## src/rtl/snn_ff_pkg.sv

```systemverilog
// Shared definitions for the presynaptic spike-count scheduling slice:
// scheduler state encoding, default widths and a constant log2 helper.
package snn_ff_pkg;

  localparam int DEF_PRE_NEUR_ADDR_WIDTH      = 8;
  localparam int DEF_PRE_NEUR_SPIKE_CNT_WIDTH = 8;

  typedef enum logic [2:0] {
    SCHED_IDLE,
    SCHED_RD,
    SCHED_WR,
    SCHED_STEP,
    SCHED_REF
  } sched_state_t;

  // Ceiling log2, usable in parameter and port-width expressions.
  function automatic int clog2(input int value);
    int result;
    int remaining;
    result    = 0;
    remaining = value - 1;
    while (remaining > 0) begin
      result++;
      remaining = remaining >> 1;
    end
    return result;
  endfunction

endpackage

```

## src/rtl/pre_neuron.sv

```systemverilog
// Presynaptic spike-count update unit. A spike event merges the one-hot bit
// of the current time step and the step index into the stored word; a time
// reference event clears the word; otherwise the word passes through as is.
module pre_neuron
  import snn_ff_pkg::*;
#(
  parameter int SPIKE_CNT_WIDTH = DEF_PRE_NEUR_SPIKE_CNT_WIDTH,
  parameter int TS_WIDTH        = 3
) (
  input  logic                       neuron_event,
  input  logic                       neuron_event_pulse,
  input  logic                       time_ref_event,
  input  logic [TS_WIDTH-1:0]        current_time_step,
  input  logic [SPIKE_CNT_WIDTH-1:0] spike_cnt_in,
  output logic [SPIKE_CNT_WIDTH-1:0] spike_cnt_out
);

  logic [SPIKE_CNT_WIDTH-1:0] step_onehot;
  logic [SPIKE_CNT_WIDTH-1:0] step_index;

  assign step_onehot = SPIKE_CNT_WIDTH'(1) << current_time_step;
  assign step_index  = SPIKE_CNT_WIDTH'(current_time_step);

  // Reference clear wins over a spike so the sweep always writes zero.
  always_comb begin
    spike_cnt_out = spike_cnt_in;
    if (time_ref_event) begin
      spike_cnt_out = '0;
    end else if (neuron_event && neuron_event_pulse) begin
      spike_cnt_out = spike_cnt_in | step_onehot | step_index;
    end
  end

endmodule

```

## src/rtl/pre_neuron_sched.sv

```systemverilog
// Scheduler for read-modify-write updates of the presynaptic spike-count
// SRAM. Accepts spike events and end-of-step pulses, owns the time-step
// counter and runs a clearing sweep of the whole SRAM once per window.
module pre_neuron_sched
  import snn_ff_pkg::*;
#(
  parameter int PRE_NEUR_NUM             = 256,
  parameter int PRE_NEUR_ADDR_WIDTH      = DEF_PRE_NEUR_ADDR_WIDTH,
  parameter int PRE_NEUR_SPIKE_CNT_WIDTH = DEF_PRE_NEUR_SPIKE_CNT_WIDTH,
  parameter int TIME_STEP                = 8,
  localparam int TS_WIDTH                = clog2(TIME_STEP)
) (
  input  logic                                CLK,
  input  logic                                RST_N,
  input  logic                                spike_valid,
  input  logic [PRE_NEUR_ADDR_WIDTH-1:0]      spike_addr,
  output logic                                spike_ready,
  input  logic                                step_done,
  output logic                                sram_cs,
  output logic                                sram_we,
  output logic [PRE_NEUR_ADDR_WIDTH-1:0]      sram_addr,
  output logic [PRE_NEUR_SPIKE_CNT_WIDTH-1:0] sram_wdata,
  input  logic [PRE_NEUR_SPIKE_CNT_WIDTH-1:0] sram_rdata,
  output logic [TS_WIDTH-1:0]                 current_time_step,
  output logic                                ref_busy,
  output logic                                ref_done,
  output logic                                step_overrun
);

  localparam logic [PRE_NEUR_ADDR_WIDTH:0]   NUM_EXT   = (PRE_NEUR_ADDR_WIDTH + 1)'(PRE_NEUR_NUM);
  localparam logic [PRE_NEUR_ADDR_WIDTH-1:0] LAST_ADDR = PRE_NEUR_ADDR_WIDTH'(PRE_NEUR_NUM - 1);
  localparam logic [TS_WIDTH-1:0]            LAST_STEP = TS_WIDTH'(TIME_STEP - 1);

  sched_state_t state;
  sched_state_t next_state;

  logic [PRE_NEUR_ADDR_WIDTH-1:0]      spike_addr_q;
  logic [PRE_NEUR_ADDR_WIDTH-1:0]      sweep_addr;
  logic [TS_WIDTH-1:0]                 ts_cnt;
  logic                                step_pending;
  logic                                ref_done_q;
  logic                                overrun_q;
  logic                                ready_int;
  logic                                addr_in_range;
  logic                                sweep_last;
  logic                                unit_event;
  logic                                unit_ref;
  logic [PRE_NEUR_SPIKE_CNT_WIDTH-1:0] unit_out;

  assign addr_in_range     = {1'b0, spike_addr} < NUM_EXT;
  assign sweep_last        = (sweep_addr == LAST_ADDR);
  assign current_time_step = ts_cnt;
  assign ref_done          = ref_done_q;
  assign step_overrun      = overrun_q;
  // Gated by the reset pin so the output is low for as long as reset is held.
  assign spike_ready       = ready_int & RST_N;

  pre_neuron #(
    .SPIKE_CNT_WIDTH (PRE_NEUR_SPIKE_CNT_WIDTH),
    .TS_WIDTH        (TS_WIDTH)
  ) u_update (
    .neuron_event       (unit_event),
    .neuron_event_pulse (unit_event),
    .time_ref_event     (unit_ref),
    .current_time_step  (ts_cnt),
    .spike_cnt_in       (sram_rdata),
    .spike_cnt_out      (unit_out)
  );

  // State register.
  always_ff @(posedge CLK or negedge RST_N) begin
    if (!RST_N) begin
      state <= SCHED_IDLE;
    end else begin
      state <= next_state;
    end
  end

  // Next-state and SRAM/handshake decode; a pending step beats a new spike.
  always_comb begin
    next_state = state;
    ready_int  = 1'b0;
    sram_cs    = 1'b0;
    sram_we    = 1'b0;
    sram_addr  = '0;
    sram_wdata = '0;
    unit_event = 1'b0;
    unit_ref   = 1'b0;
    ref_busy   = 1'b0;
    case (state)
      SCHED_IDLE: begin
        ready_int = !step_pending;
        if (step_pending) begin
          next_state = SCHED_STEP;
        end else if (spike_valid && addr_in_range) begin
          next_state = SCHED_RD;
        end
      end
      SCHED_RD: begin
        sram_cs    = 1'b1;
        sram_addr  = spike_addr_q;
        next_state = SCHED_WR;
      end
      SCHED_WR: begin
        sram_cs    = 1'b1;
        sram_we    = 1'b1;
        sram_addr  = spike_addr_q;
        unit_event = 1'b1;
        sram_wdata = unit_out;
        next_state = SCHED_IDLE;
      end
      SCHED_STEP: begin
        next_state = (ts_cnt == LAST_STEP) ? SCHED_REF : SCHED_IDLE;
      end
      SCHED_REF: begin
        ref_busy   = 1'b1;
        sram_cs    = 1'b1;
        sram_we    = 1'b1;
        sram_addr  = sweep_addr;
        unit_ref   = 1'b1;
        sram_wdata = unit_out;
        if (sweep_last) begin
          next_state = SCHED_IDLE;
        end
      end
      default: begin
        next_state = SCHED_IDLE;
      end
    endcase
  end

  // Address capture, step counter, sweep pointer and step bookkeeping flags.
  always_ff @(posedge CLK or negedge RST_N) begin
    if (!RST_N) begin
      spike_addr_q <= '0;
      sweep_addr   <= '0;
      ts_cnt       <= '0;
      step_pending <= 1'b0;
      ref_done_q   <= 1'b0;
      overrun_q    <= 1'b0;
    end else begin
      if ((state == SCHED_IDLE) && spike_valid && ready_int && addr_in_range) begin
        spike_addr_q <= spike_addr;
      end
      if (state == SCHED_STEP) begin
        ts_cnt <= (ts_cnt == LAST_STEP) ? '0 : ts_cnt + TS_WIDTH'(1);
      end
      if (state == SCHED_REF) begin
        sweep_addr <= sweep_last ? '0 : sweep_addr + PRE_NEUR_ADDR_WIDTH'(1);
      end
      ref_done_q <= (state == SCHED_REF) && sweep_last;
      if (state == SCHED_STEP) begin
        step_pending <= 1'b0;
      end
      if (step_done) begin
        if (step_pending) begin
          overrun_q <= 1'b1;
        end else begin
          step_pending <= 1'b1;
        end
      end
    end
  end

endmodule

```

## config.mk

```make
export PLATFORM = sky130hd
export DESIGN_NAME = pre_neuron_sched
export DESIGN_NICKNAME = d
export VERILOG_FILES = /design/src/rtl/snn_ff_pkg.sv /design/src/rtl/pre_neuron.sv /design/src/rtl/pre_neuron_sched.sv
export SDC_FILE = /design/constraint.sdc
export NUM_CORES = 1
export LEC_CHECK = 0
export ABC_AREA = 1
export BUFFER_PORTS_ARGS = -buffer_cell sky130_fd_sc_hd__buf_4
export CAP_MARGIN = 20
export CORE_UTILIZATION = 50
export DETAILED_ROUTE_END_ITERATION = 10
export PLACE_DENSITY = 0.9
export SETUP_SLACK_MARGIN = 0.3
export SYNTH_ARGS = -nofsm -noshare
export SYNTH_HDL_FRONTEND = slang
export SYNTH_SLANG_ARGS = --single-unit
```

## constraint.sdc

```tcl
create_clock -name CLK -period 1.33 [get_ports CLK]
set_input_delay 0.0665 -clock CLK [delete_from_list [all_inputs] [get_ports CLK]]
set_output_delay 0.0665 -clock CLK [all_outputs]
set_load 0.01 [all_outputs]
```

==> results of run 1 <==
==> cell families after synthesis <==
kind of cell / Yosys count / synth area share [%]
compound gates: 24 / 9.41
xor+xnor: 2 / 1.25
fa+ha+maj: 7 / 6.27
buf+inv: 28 / 7.88
flops: 25 / 44.8
simple gates: 93 / 30.4
==> cells in the mapped netlist <==
cell / n
a21o_1: 1
a21oi_1: 10
and2_1: 1
buf_1: 1
buf_2: 1
buf_4: 1
dfrtp_1: 25
ha_1: 7
inv_1: 23
inv_2: 2
nand2_1: 44
nand2_4: 2
nand3_1: 17
nand3_2: 1
nand4_1: 2
nor2_1: 21
nor2_2: 1
nor2_4: 1
nor3_1: 2
nor3_4: 1
o211ai_1: 1
o21ai_0: 7
o22ai_1: 5
xnor2_1: 1
xor2_1: 1
==> timing repair <==
item	in CTS
hold endpoints to repair	35
buffers inserted	16
endpoints found under the setup margin	45
resized for setup	51
hold buffers	10
pin swaps	17
==> stage by stage <==
| step | instance area (sq um) | util (%) | instances |
|---|---|---|---|
| global placement | 1860 | 72.4 | 257 |
| floorplan | 1460 | - | 179 |
| detailed placement | 1860 | 72.4 | 257 |
| CTS | 2320 | 90.5 | 287 |
==> run_results.csv, run 1 <==
group,metric,value,unit
floorplan,pin_count,45,
timing,worstEpCategory,"output port",
logic_synthesis,netlist_instances,179,
clock_tree,clockBufferDepth,2,
logic_synthesis,synth-seq-cells,25,
logic_synthesis,yosys_warnings,0,
logic_synthesis,synth.avg_cell_area,7.80,sq um
place,gp_congestion,0.849,
logic_synthesis,yosysTopAreaCellShare,44.8,%
logic_synthesis,synth_area,0.00140,sq mm
logic_synthesis,yosysTopAreaCell,"dfrtp_1",
clock_tree,clock_sinks,25,
clock_tree,cts_buffers,3,
place,portBuffers,44,
clock_tree,cts-root-buf,"clkbuf_4",
floorplan,die_x,54.8,um
outcome,status,"stopped before the end",
floorplan,rows,18,
logic_synthesis,synth.area.top_cells,"dfrtp_1 (45%), nand2_1 (12%), ha_1 (6.3%)",
logic_synthesis,synth_cell_types,25,
floorplan,initial_core_util,54.4,%
timing,worst_endpoint,"sram_addr[2]",
clock_tree,htree_levels,1,
floorplan,dieHeight,54.8,um
logic_synthesis,synth-seq-area-share,44.8,%
place,place_hpwl,2.54,mm
outcome,error_line,"[ERROR DPL-0038] Utilization greater than 100%, impossible to legalize",
place,dp_slack,-4.20,ps
global_routing,grt_max_degree,26,
outcome,haltStage,"global routing (5_1_grt)",
logic_synthesis,synth_nets,206,
==> run 2: changes to the inputs <==
--- a/config.mk
+++ b/config.mk
@@ -8,10 +8,10 @@
 export ABC_AREA = 1
 export BUFFER_PORTS_ARGS = -buffer_cell sky130_fd_sc_hd__buf_4
 export CAP_MARGIN = 20
-export CORE_UTILIZATION = 50
+export CORE_AREA = 2 2 63 65
 export DETAILED_ROUTE_END_ITERATION = 10
-export PLACE_DENSITY = 0.9
-export SETUP_SLACK_MARGIN = 0.3
+export DIE_AREA = 0 0 65 67
+export PLACE_DENSITY_LB_ADDON = 0.15
 export SYNTH_ARGS = -nofsm -noshare
 export SYNTH_HDL_FRONTEND = slang
 export SYNTH_SLANG_ARGS = --single-unit
==> run 2 against run 1 <==
Compared with the run above:
- the flow now finishes, with violations (setup timing)
- synthesized cell count did not move
- area after synthesis unchanged
==> run_results.csv, run 2 <==
group,metric,value,unit
worst_setup_path,cp_max_fo,7,
global_routing,gr-usage-all-layers,17.7,%
floorplan,dieHeight,67,um
clock_tree,cts-root-buf,"clkbuf_8",
pwr,ir_drop,0.000743,V
logic_synthesis,synth_nets,206,
timing,fmax,0.688,GHz
global_routing,use_met1,22.7,%
outcome,failed_checks,"setup timing",
floorplan,rows,22,
logic_synthesis,synth_common_cells,"nand2_1 (44), dfrtp_1 (25), inv_1 (23)",
worst_setup_path,cp_data_required_time,1260,ps
clock_tree,cts_tree,"built",
global_routing,grt_pass1_wl,5.99,mm
logic_synthesis,yosys_warnings,0,
logic_synthesis,synth-edff-count,0,
drt,vias,1436,
place,gp_congestion,0.763,
worst_setup_path,cp-end-kind,"primary output",
timing,setup_ws,-123,ps
layout,mostFrequentLayoutCells,"buf_4 (62), nand2_1 (40), dfrtp_1 (21), inv_1 (19), nor2_1 (17)",
logic_synthesis,synth_area,0.00140,sq mm
drt,wl_per_cell,12.8,um
logic_synthesis,yosysTopAreaCell,"dfrtp_1",
layout,nets,284,
clock_tree,clockBufferDepth,2,
timing,period_share,109,%
drt,ant_nets,0,
clock_tree,clock_sinks,25,
global_routing,grt-ovfl-total,0,
logic_synthesis,synth-seq-cells,25,
place,place_hpwl,2.42,mm
global_routing,grt.busiest_layer,"met2",
pwr,power_per_cell_area,1760,mW/mm^2
worst_setup_path,crit_type,"reg -> out",
drt,drc,0,
pwr,clkPwrFrac,10.9,%
timing,relSlewSlack,79.0,%
outcome,status,"finished with violations",
drt,dr.pass1.iters,4,
worst_setup_path,crit_arrival,1390,ps
layout,finalCoreUtilization,64.3,%
clock_tree,insertion_delay,260,ps
clock_tree,cts_buffers,3,
timing,skew,2.41,ps
place,dpl.cell_count,277,
logic_synthesis,synth-seq-area-share,44.8,%
layout,drive_gt1_share,49.2,%
pwr,power_switching,0.00167,W
logic_synthesis,synth.most_common_cell,"nand2_1",
logic_synthesis,synthFlopType,"dfrtp_1",
worst_setup_path,crit_slowest_cell,"dfrtp_2",
logic_synthesis,async_flop_share,100,%
timing,hold_slack,14.3,ps
floorplan,fp.dieArea,0.00436,sq mm
pwr,power.internal,0.00241,W
logic_synthesis,netlist_instances,179,
logic_synthesis,synth.avg_cell_area,7.80,sq um
pwr,sw_frac_of_total,40.8,%
worst_setup_path,crit_chain,"inv_2 > nand2_4 > nand3_4 > buf_6 > o21ai_2 > buf_4",
global_routing,grt_pass1_vias,1362,
layout,final_common_cell,"buf_4",
pwr,p_comb_share,59.8,%
job,drv_cap,0,
timing,setup_violations,20,
hold_path,hold_class,"in -> reg",
layout,n_fill_cell,319,
worst_setup_path,critical_path.max_stage_delay,440,ps
drt,drt_wl_total,3.90,mm
floorplan,pin_count,45,
pwr,seqPwrFrac,29.3,%
clock_tree,htree_levels,1,
timing,hold_viol,0,
timing,worst_slew_pin_slew,314,ps
pwr,leakage,1.12,nW
logic_synthesis,synth.area.top_cells,"dfrtp_1 (45%), nand2_1 (12%), ha_1 (6.3%)",
floorplan,initial_core_util,38.7,%
layout,diodes,0,
global_routing,grt_max_degree,26,
layout,reg.largest.list,"spike_addr_q: 8 flops, sweep_addr: 8 flops",
logic_synthesis,synth_cell_types,25,
layout,stdcell_count,304,
place,portBuffers,44,
timing,layout_min_cycle_time,1450,ps
logic_synthesis,yosysTopAreaCellShare,44.8,%
floorplan,die_x,65,um
drt,vias_per_cell,4.72,
layout,area_growth,66.1,%
drt,drtIter0Drc,58,
timing,slew_violations,0,
global_routing,met3_usage,2.70,%
floorplan,core_area,0.00361,sq mm
pwr,p_total,0.00408,W
worst_setup_path,start_kind,"flop",
global_routing,antenna_found_initial,0,
global_routing,use_met2,30.9,%
clock_tree,path_clk_slew,80,ps
timing,rsz0062_at_grt,"true",
[run 2: cell counts after synthesis]
Identical to the previous run, type by type.
[run 2: power groups by stage]
stage          clock, W  combinational, W  sequential [W]
2_1_floorplan         0          0.000880         0.00114
3_3_place_gp          0           0.00163         0.00115
3_5_place_dp          0           0.00163         0.00116
4_1_cts        0.000457           0.00211         0.00117
5_1_grt        0.000488           0.00266         0.00122
6_report       0.000443           0.00244         0.00120
[run 2: cell type report]
cell class                      count  area, sq um  share of cell area, %
Inverter                           25         96.3                   4.15
Timing Repair Buffer               75          611                   26.3
Tap cell                           48         60.1                   2.59
Multi-Input combinational cell    127          877                   37.8
Clock buffer                        4         45.0                   1.94
Sequential cell                    25          631                   27.2
[run 2: kinds of logic (layout without fill, tap and decap cells)]
logic type               count (synthesis)  in the layout  share of synthesized area [%]
XOR/XNOR                                 2              2                           1.25
flip-flops                              25             25                           44.8
AND/OR/NAND/NOR                         93             94                           30.4
AO/OA/AOI/OAI                           24             24                           9.41
adder cells (fa/ha/maj)                  7              7                           6.27
buffers and inverters                   28            104                           7.88
[run 2: through the flow]
stage	setup WS, ps	setup TNS, ps	instance area (sq um)
after detailed placement	29.0	0	1840
final	-123	-1550	2320
after global routing	-188	-2720	2320
after global placement	36.6	0	1840
after CTS	-134	-1640	2150
after floorplan	99.4	0	1400
[run 2: worst paths after layout]
kind / startpoint / end / slack [ps] / cells past startpoint
setup / recovery: state[1]$_DFFE_PN0P_ / sram_addr[4] / -120 / 6
hold / removal: step_done / step_overrun$_DFFE_PN0P_ / 10 / 2
setup reg to reg: state[1]$_DFFE_PN0P_ / sweep_addr[3]$_DFFE_PN0P_ / 50 / 6
hold reg to reg: step_overrun$_DFFE_PN0P_ / step_overrun$_DFFE_PN0P_ / 470 / 1
max in group asynchronous: RST_N / state[1]$_DFFE_PN0P_ / 700 / 3
min in group asynchronous: RST_N / sweep_addr[4]$_DFFE_PN0P_ / 380 / 3
[run 2: critical path: cells and delay by family, from the launching register on]
family | cells | cell delay, ps
AOI/OAI and AO/OA | 1 | 120
DFF | 1 | 440
buffers and inverters | 3 | 360
and+or+nand+nor | 2 | 210
[run 2: repair_timing]
| item | CTS | global route |
|---|---|---|
| gates resized for setup | 41 | 26 |
| endpoints found under the hold margin | 25 | 0 |
| endpoints found under the setup margin | 20 | 35 |
| cloned | 0 | 1 |
| setup buffers | 11 | 10 |
| hold buffers | 1 | 0 |
| pin swaps | 16 | 10 |
[run 2: per-layer routing]
metal | share of wire (%) | vias up
met2 | 51 | 41
met4 | 0.26 | 0
li1 | - | 728
met3 | 3.6 | 2
met5 | 0 | -
met1 | 45 | 665
No activity file was read; power rests on OpenSTA's default activity.
==> run 3: changes to the inputs <==
--- a/config.mk
+++ b/config.mk
@@ -5,12 +5,11 @@
 export SDC_FILE = /design/constraint.sdc
 export NUM_CORES = 1
 export LEC_CHECK = 0
-export ABC_AREA = 1
 export BUFFER_PORTS_ARGS = -buffer_cell sky130_fd_sc_hd__buf_4
 export CAP_MARGIN = 20
-export CORE_AREA = 2 2 63 65
+export CORE_UTILIZATION = 40
 export DETAILED_ROUTE_END_ITERATION = 10
-export DIE_AREA = 0 0 65 67
+export MAX_ROUTING_LAYER = met4
 export PLACE_DENSITY_LB_ADDON = 0.15
 export SYNTH_ARGS = -nofsm -noshare
 export SYNTH_HDL_FRONTEND = slang
==> run 3 against run 2 <==
Compared with the run above:
- the flow still finishes with violations (setup timing)
- critical endpoint is now sram_addr[0]
- critical path depth unchanged
- core utilization up 15 points
- largest power group unchanged
- flip-flop and latch count unchanged
- routed wire length up 40%
- die area down 11%
- count of clock-buffer cells in the layout down 1
- register-to-register slack worse by 370 ps
- synthesized cell count down 20%
- area after synthesis up 3.7%
- largest cell class unchanged
- setup slack worse by 290 ps
- cell count down 7.6%
==> run_results.csv, run 3 <==
group,metric,value,unit
global_routing,use_met2,42.2,%
floorplan,dieHeight,62.2,um
floorplan,die_x,62.2,um
clock_tree,cts_buffers,3,
worst_setup_path,cp-end-kind,"primary output",
timing,period_share,131,%
logic_synthesis,synth.area.top_cells,"dfrtp_1 (43%), mux2_2 (7.0%), ha_1 (6.1%)",
timing,skew,15.3,ps
drt,vias,1573,
logic_synthesis,netlist_instances,143,
global_routing,met3_usage,2.57,%
logic_synthesis,synth-seq-cells,25,
logic_synthesis,yosysTopAreaCellShare,43.2,%
pwr,seqPwrFrac,26.4,%
logic_synthesis,yosys_warnings,0,
logic_synthesis,synth_cell_types,39,
pwr,power.internal,0.00288,W
timing,layout_min_cycle_time,1750,ps
hold_path,hold_class,"in -> reg",
clock_tree,clock_sinks,25,
drt,wl_per_cell,19.5,um
timing,fmax,0.572,GHz
logic_synthesis,synth_common_cells,"dfrtp_1 (25), nand2_1 (14), nor2_1 (14)",
layout,finalCoreUtilization,79.3,%
clock_tree,insertion_delay,330,ps
drt,drc,0,
outcome,status,"finished with violations",
global_routing,grt_pass1_wl,7.38,mm
clock_tree,path_clk_slew,150,ps
global_routing,grt-ovfl-total,0,
logic_synthesis,synth.avg_cell_area,10.1,sq um
logic_synthesis,synth_nets,170,
pwr,power_switching,0.00211,W
layout,nets,263,
logic_synthesis,yosysTopAreaCell,"dfrtp_1",
timing,hold_viol,0,
pwr,sw_frac_of_total,42.2,%
worst_setup_path,crit_type,"reg -> out",
layout,drive_gt1_share,71.1,%
pwr,leakage,1.22,nW
floorplan,rows,21,
timing,worst_slew_pin_slew,384,ps
worst_setup_path,cp_data_required_time,1260,ps
drt,drt_wl_total,5.47,mm
worst_setup_path,start_kind,"flop",
outcome,failed_checks,"setup timing",
floorplan,initial_core_util,42.7,%
logic_synthesis,synth.most_common_cell,"dfrtp_1",
logic_synthesis,async_flop_share,100,%
timing,rsz0062_at_grt,"true",
logic_synthesis,synthFlopType,"dfrtp_1",
layout,diodes,0,
clock_tree,cts_tree,"built",
timing,setup_violations,40,
drt,vias_per_cell,5.60,
clock_tree,clockBufferDepth,2,
floorplan,fp.dieArea,0.00386,sq mm
timing,setup_ws,-417,ps
layout,area_growth,85.6,%
timing,slew_violations,0,
timing,totalNegativeSetupSlack,-11200,ps
global_routing,gr-usage-all-layers,25.2,%
floorplan,pin_count,45,
global_routing,antenna_found_initial,0,
logic_synthesis,synth-edff-count,0,
place,place_hpwl,2.66,mm
pwr,ir_drop,0.00108,V
worst_setup_path,cp_max_fo,7,
drt,ant_nets,0,
place,gp_congestion,0.854,
place,portBuffers,44,
global_routing,grt_max_degree,26,
layout,n_fill_cell,205,
pwr,power_per_cell_area,1860,mW/mm^2
worst_setup_path,crit_arrival,1680,ps
drt,drtIter0Drc,90,
pwr,clkPwrFrac,7.2,%
logic_synthesis,synth_area,0.00145,sq mm
clock_tree,htree_levels,1,
timing,relSlewSlack,74.4,%
pwr,p_comb_share,66.4,%
clock_tree,cts-root-buf,"clkbuf_4",
global_routing,grt.busiest_layer,"met2",
logic_synthesis,synth-seq-area-share,43.2,%
job,drv_cap,0,
global_routing,grt_pass1_vias,1540,
layout,reg.largest.list,"spike_addr_q: 8 flops, sweep_addr: 8 flops",
layout,final_common_cell,"buf_4",
drt,dr.pass1.iters,4,
floorplan,core_area,0.00339,sq mm
place,dp_slack,-101,ps
global_routing,use_met1,30.5,%
layout,mostFrequentLayoutCells,"buf_4 (62), buf_6 (19), dfrtp_1 (19), dlygate4sd3_1 (10), o21ai_2 (9)",
==> run 3: cell types whose count changed after synthesis, moves of 7 or more <==
cell     change
nor2_1       -7
nand2_1     -30
o21ai_1      +9
mux2_2       +9
inv_1       -19
a22oi_1      +8
nand3_1     -12
==> run 3: path summary, 6_finish.rpt <==
check / depth (start not counted) / start / to / slack [ps]
setup / recovery: 6 / state[1]$_DFFE_PN0P_ / sram_addr[0] / -420
hold / removal: 3 / spike_valid / state[0]$_DFFE_PN0P_ / 110
setup reg to reg: 6 / state[2]$_DFFE_PN0P_ / spike_addr_q[0]$_DFFE_PN0P_ / -320
hold reg to reg: 1 / step_overrun$_DFFE_PN0P_ / step_overrun$_DFFE_PN0P_ / 480
max in group asynchronous: 3 / RST_N / current_time_step[0]$_DFFE_PN0P_ / 780
min in group asynchronous: 3 / RST_N / step_overrun$_DFFE_PN0P_ / 270
==> run 3: cell families (layout without fill, tap and decap cells) <==
| logic type | count (synthesis) | in the layout | share of synthesized area, % |
|---|---|---|---|
| AO/OA/AOI/OAI | 32 | 32 | 14.3 |
| flip-flops | 25 | 25 | 43.2 |
| AND/OR/NAND/NOR | 55 | 56 | 21.8 |
| XOR/XNOR | 3 | 3 | 1.82 |
| adder cells (fa/ha/maj) | 7 | 7 | 6.05 |
| multiplexers | 11 | 11 | 8.47 |
| buffers and inverters | 10 | 101 | 4.41 |
==> run 3: through the flow <==
stage / hold slack [ps] / instances / area, sq um / total power [W]
final: 115 / 281 / 2690 / 0.00499
after global routing: 87.7 / 281 / 2690 / 0.00524
after CTS: 19.6 / 275 / 2350 / 0.00404
after detailed placement: 86.7 / 245 / 1920 / 0.00319
after global placement: 88.2 / 245 / 1920 / 0.00312
after floorplan: -229 / 143 / 1450 / 0.00229
==> run 3: critical path, cell delays in order, from the launching register on <==
cell and delay (ps):
dfrtp_2 510, buf_6 150, nor3b_4 240, buf_4 150, nand2_1 50, o21ai_1 100
buf_4 140
==> run 3: area by class of cell <==
cell class	count	area, sq um	share of cell area [%]
Clock buffer	3	22.5	0.838
Timing Repair Buffer	93	820	30.5
Multi-Input combinational cell	109	1130	42.1
Sequential cell	25	633	23.6
Clock inverter	1	7.51	0.279
Tap cell	46	57.6	2.14
Inverter	4	15.0	0.559
==> run 3: repair_timing <==
item                                    4_1_cts  5_1_grt
endpoints found under the setup margin       37       40
cloned                                        1        0
resized for setup                            42       73
hold endpoints to repair                     35        0
pin swaps                                    14       27
hold buffers                                 10        0
setup buffers                                15        9
==> run 3: power groups by stage <==
stage	clock [W]	sequential, W	combinational (W)
finish	0.000360	0.00132	0.00332
global route	0.000395	0.00135	0.00350
CTS	0.000362	0.00122	0.00246
detailed placement	0	0.00124	0.00194
global placement	0	0.00123	0.00189
floorplan	0	0.00121	0.00108
==> run 3: per-layer routing <==
metal | up-vias | share of wire (%)
met3 | 28 | 4.0
li1 | 696 | -
met4 | 0 | 6.4
met5 | - | 0
met2 | 74 | 51
met1 | 775 | 38
